File: src/rtl/cnt_responder.sv
// cnt_responder: board-side responder for the 4-phase counter-read handshake.
// Holds NUM_CNT 64-bit event counters. Each request returns one 32-bit word.
// A low-word read snapshots the high word so that a following high read of the
// same counter yields a coherent 64-bit value.
//
// Ports:
//   coreclk    block clock
//   corerstn   asynchronous active-low reset
//   cnt_req    4-phase request, may be asynchronous to coreclk (synchronized here)
//   cnt_addr   byte address, held stable for the whole handshake
//   cnt_data   read word, valid while cnt_ack=1
//   cnt_ack    acknowledge
//   cnt_event  per-counter increment enable (coreclk domain)
//   cnt_clear  synchronous clear of all counters and the shadow

// One counter lane: clear wins over increment, wraps naturally at 2^64.
module cnt_responder_lane (
    input  logic        clk,
    input  logic        rst_n,
    input  logic        clear,
    input  logic        inc,
    output logic [63:0] value
);
    always_ff @(posedge clk or negedge rst_n) begin
        if (!rst_n)     value <= '0;
        else if (clear) value <= '0;
        else if (inc)   value <= value + 64'd1;
    end
endmodule

module cnt_responder #(
    parameter int NUM_CNT     = 8,
    parameter int SYNC_STAGES = 2
) (
    input  logic               coreclk,
    input  logic               corerstn,
    input  logic               cnt_req,
    input  logic [31:0]        cnt_addr,
    output logic [31:0]        cnt_data,
    output logic               cnt_ack,
    input  logic [NUM_CNT-1:0] cnt_event,
    input  logic               cnt_clear
);
    localparam int IDX_W = $clog2(NUM_CNT);

    typedef enum logic [1:0] {IDLE, LOOKUP, ACK} state_t;

    state_t                    state, state_next;
    logic [SYNC_STAGES-1:0]    sync_q;
    logic                      req_s;
    logic [NUM_CNT-1:0][63:0]  cnt_val;
    logic [31:0]               shadow_hi;
    logic [IDX_W-1:0]          shadow_idx;
    logic                      shadow_valid;

    logic [IDX_W-1:0]          idx;
    logic                      hi_sel;
    logic                      mapped;
    logic [63:0]               sel_val;
    logic [31:0]               rd_word;

    // Request synchronizer; address needs none since it is stable while req is high.
    always_ff @(posedge coreclk or negedge corerstn) begin
        if (!corerstn) sync_q <= '0;
        else           sync_q <= {sync_q[SYNC_STAGES-2:0], cnt_req};
    end
    assign req_s = sync_q[SYNC_STAGES-1];

    genvar g;
    generate
        for (g = 0; g < NUM_CNT; g++) begin : g_lane
            cnt_responder_lane u_lane (
                .clk   (coreclk),
                .rst_n (corerstn),
                .clear (cnt_clear),
                .inc   (cnt_event[g]),
                .value (cnt_val[g])
            );
        end
    endgenerate

    // Address decode: [2] word select, [3 +: IDX_W] counter, everything else zero.
    assign idx     = cnt_addr[3 +: IDX_W];
    assign hi_sel  = cnt_addr[2];
    assign mapped  = (cnt_addr[1:0] == 2'b00) && ((cnt_addr >> (3 + IDX_W)) == 32'd0);
    assign sel_val = cnt_val[idx];

    always_comb begin
        rd_word = '0;
        if (mapped) begin
            if (!hi_sel)                                 rd_word = sel_val[31:0];
            else if (shadow_valid && shadow_idx == idx)  rd_word = shadow_hi;
            else                                         rd_word = sel_val[63:32];
        end
    end

    // FSM
    always_ff @(posedge coreclk or negedge corerstn) begin
        if (!corerstn) state <= IDLE;
        else           state <= state_next;
    end

    always_comb begin
        state_next = state;
        case (state)
            IDLE:    if (req_s) state_next = LOOKUP;
            LOOKUP:  state_next = ACK;
            ACK:     if (!req_s) state_next = IDLE;
            default: state_next = IDLE;
        endcase
    end

    // Ack is a pure state decode, so an asynchronous reset drops it at once.
    assign cnt_ack = (state == ACK);

    // Read data and shadow are both updated on the LOOKUP edge; clear overrides
    // any shadow capture happening on the same edge.
    always_ff @(posedge coreclk or negedge corerstn) begin
        if (!corerstn) begin
            cnt_data     <= '0;
            shadow_hi    <= '0;
            shadow_idx   <= '0;
            shadow_valid <= 1'b0;
        end else begin
            if (state == LOOKUP) cnt_data <= rd_word;
            if (cnt_clear) begin
                shadow_valid <= 1'b0;
            end else if (state == LOOKUP && mapped) begin
                if (!hi_sel) begin
                    shadow_hi    <= sel_val[63:32];
                    shadow_idx   <= idx;
                    shadow_valid <= 1'b1;
                end else begin
                    shadow_valid <= 1'b0;
                end
            end
        end
    end
endmodule

File: config.mk
export PLATFORM = sky130hd
export DESIGN_NAME = cnt_responder
export DESIGN_NICKNAME = d
export VERILOG_FILES = /design/src/rtl/cnt_responder.sv
export SDC_FILE = /design/constraint.sdc
export NUM_CORES = 1
export LEC_CHECK = 0
export CELL_PAD_IN_SITES_DETAIL_PLACEMENT = 1
export CELL_PAD_IN_SITES_GLOBAL_PLACEMENT = 1
export CORE_MARGIN = 8
export CORE_UTILIZATION = 30
export DETAILED_ROUTE_END_ITERATION = 10
export PLACE_DENSITY = 0.6
export REMOVE_ABC_BUFFERS = 1
export SLEW_MARGIN = 25
export SYNTH_ARGS = -nofsm -noshare
export SYNTH_HDL_FRONTEND = slang
export SYNTH_SLANG_ARGS = --single-unit
File: constraint.sdc
create_clock -name coreclk -period 5.2 [get_ports coreclk]
set_input_delay 0.52 -clock coreclk [delete_from_list [all_inputs] [get_ports coreclk]]
set_output_delay 0.52 -clock coreclk [all_outputs]
set_load 0.05 [all_outputs]
==> qor.txt <==
Arrival @ worst endpoint - 3.73 ns
CTS tree - done
IO buf count - 76
Die area - 123000 µm²
Detailed placement HPWL - 88400 µm
Cells after synthesis - 3549
Critical path type - flop to flop
TNS Setup - 0 ns
Via count - 29113
Dominant cell type by area after synthesis - dfrtp_1
CP required - 5.70 ns
Vias per std cell - 5.71
Share of post-route cells with drive strength above 1 - 10.6%
Num rows - 122
Core Region - 111000 µm²
Clk Latency, worst-skew pair - 0.63 ns
Initial Util - 30.3%
Setup Viol. Count Final - 0
Io pins - 77
WL final - 122000 µm
Commonest non-fill, non-tap cells in the layout - dfrtp_1, nor2_1, a21oi_1, nand2_1, nand4_1
Clock skew - 0.0226 ns
Max clock buf depth - 3
Residual DRC count - 0
CTS H-tree depth - 3
Most common cell after layout, fill and taps aside - dfrtp_1
RSZ-0062 raised after global routing - no
Layout area overhead - 14.2%
Status - finished, final reports clean
Cells after DPL - 4974
Final Wtd Congestion - 0.868
Unique masters post-synth - 58
Max-slew violation count - 0
Fin. Hold Viols - 0
Max_slew headroom - 22.6%
Max frequency - 0.309 GHz
Final ANT Viol Nets - 0
Synth Area per Inst - 9.47 µm²
Critical Path Sink Type - flop
Min Tclk post-route - 3.23 ns
Psw - 0.00253 W
GRT Overall Usage - 19.5%
Die X - 351 µm
Leakage power - 14.2 nW
Synth top area share - 43.5%
Maxcap violations - 0
Worst VDD drop - 0.192 mV
FF+latch count, synth - 584
Part of the power in registers - 44.6%
Post-Syn Area - 33600 µm²
Internal Power - 0.00778 W
First-pass GRT wire length - 187000 µm
Synth top area cells - dfrtp_1, mux4_2, xor2_1
Crit Path Max Fanout - 7
Clock power share - 50.1%
Final Instance Count excl. Fillers - 5103
Drt pass-1 iters - 5
# nets final - 3615
Power Dens Cells - 269 nW/µm²
CTS clk-pin slew, worst paths - 0.06 ns
Sw frac - 24.5%
Inserted Clock Buffers - 74
Pin slew with the least headroom to its limit - 1.15 ns
Crit start category - flop
Top_reg_cell synth - dfrtp_1
Die Ht - 351 µm
Initial antenna violation count - 2
Post_cts resized - 0
EDFF count, synth - 0
Number of global-route vias before repair - 29195
Root buffer selected by CTS - clkbuf_16
Period utilization - 62.2%
Post-synthesis sequential area ratio - 43.5%
Wire per inst - 23.8 µm
Largest net degree at the start of global routing - 139
Post-layout util - 34.6%
1st-iter DRT viols - 2104
Num Clock Sinks - 584
Hold WC Path Type - input pin to flop
YS warnings - 0
Post-synth ARST share - 100%
Comb power frac - 5.4%
Total grt overflow - 0
==> flip-flops by register name (all words and copies together) (netlist names) <==
| register | flops |
|---|---|
| state | 2 |
| shadow_idx | 3 |
| sync_q | 2 |
| g_lane.u_lane.value | 512 |
| shadow_valid | 1 |
| cnt_data | 32 |
| shadow_hi | 32 |
==> worst max-delay path: stages (launching register included) <==
cell and delay, ns:
dfrtp_1 0.49, nand4_1 0.47, nor4_1 0.85, nand4_1 0.58
nor3_1 0.35, mux2_2 0.36
==> kinds of logic after synthesis <==
group / synth area share (%)
buffers and inverters: 3.11
XOR/XNOR: 7.07
AND/OR/NAND/NOR: 25.1
adder cells (fa/ha/maj): 0.298
flip-flops: 43.5
multiplexers: 9.95
AO/OA/AOI/OAI: 11.0
==> final timing paths <==
check | slack, ns | from | endpoint | depth (start not counted)
hold reg to reg | 0.35 | sync_q[0]$_DFF_PN0_ | sync_q[1]$_DFF_PN0_ | 0
hold / removal | 0.35 | cnt_req | sync_q[0]$_DFF_PN0_ | 1
max in group asynchronous | 3.32 | corerstn | g_lane[1].u_lane.value[49]$_DFFE_PN0P_ | 3
setup / recovery | 1.97 | g_lane[6].u_lane.value[4]$_DFFE_PN0P_ | g_lane[6].u_lane.value[59]$_DFFE_PN0P_ | 5
min in group asynchronous | 0.51 | corerstn | g_lane[6].u_lane.value[2]$_DFFE_PN0P_ | 2
setup reg to reg | 1.97 | g_lane[6].u_lane.value[4]$_DFFE_PN0P_ | g_lane[6].u_lane.value[59]$_DFFE_PN0P_ | 5
==> what timing repair did <==
item                       4_1_cts  5_1_grt
setup endpoints to repair        0        0
buffers inserted                 0        0
hold buffers                     1        0
hold endpoints to repair        79        0
==> metrics by stage <==
stage | hold WS, ns | cell area [µm²] | setup WS [ns] | power [W]
finish | 0.347 | 38400 | 1.97 | 0.0103
global route | 0.340 | 38400 | 1.74 | 0.0107
CTS | 0.302 | 38400 | 2.06 | 0.0105
detailed placement | 0.340 | 36000 | 1.54 | 0.00524
global placement | 0.339 | 36000 | 1.61 | 0.00523
floorplan | 0.224 | 32800 | 1.86 | 0.00483
==> synthesized netlist by cell type, drive strengths merged (32+ instances only) <==
| cell | n |
|---|---|
| dfrtp | 584 |
| nor2 | 354 |
| a21oi | 224 |
| nand2 | 223 |
| nand4 | 215 |
| nand3 | 198 |
| o21ai | 176 |
| xor2 | 157 |
| or3 | 154 |
| clkbuf | 151 |
| xnor2 | 114 |
| mux2 | 102 |
| or4 | 100 |
| nor4 | 85 |
| o31ai | 82 |
| mux2i | 70 |
| mux4 | 66 |
| inv | 62 |
| nor3 | 62 |
| nor2b | 46 |
| and4 | 42 |
| buf | 40 |
| and3 | 39 |
| a211oi | 32 |
| o221ai | 32 |
==> cell type report <==
type                    instances  area, µm²
flip-flops and latches        584      14600
inverters                      62        233
repair buffers                132       1260
fillers                     12751      72400
multi-input cells            2709      18000
clock inverters                16        143
well taps                    1488       1860
diodes                          2       5.00
clock buffers                 110       2240
==> power by group through the flow <==
| stage | logic (W) | registers, W | clock network [W] |
|---|---|---|---|
| finish | 0.000552 | 0.00460 | 0.00516 |
| detailed placement | 0.000560 | 0.00468 | 0 |
| global route | 0.000605 | 0.00460 | 0.00547 |
| CTS | 0.000561 | 0.00460 | 0.00531 |
| floorplan | 0.000164 | 0.00467 | 0 |
| global placement | 0.000555 | 0.00468 | 0 |
==> routing by layer <==
metal	up-vias	track usage (%)	share of wire, %
met5	-	0	0
met4	0	6.58	3.3
met3	159	3.68	5.6
met2	624	29.8	45
met1	15027	27.5	47
li1	13303	-	-
(Power assumes the default switching activity.)
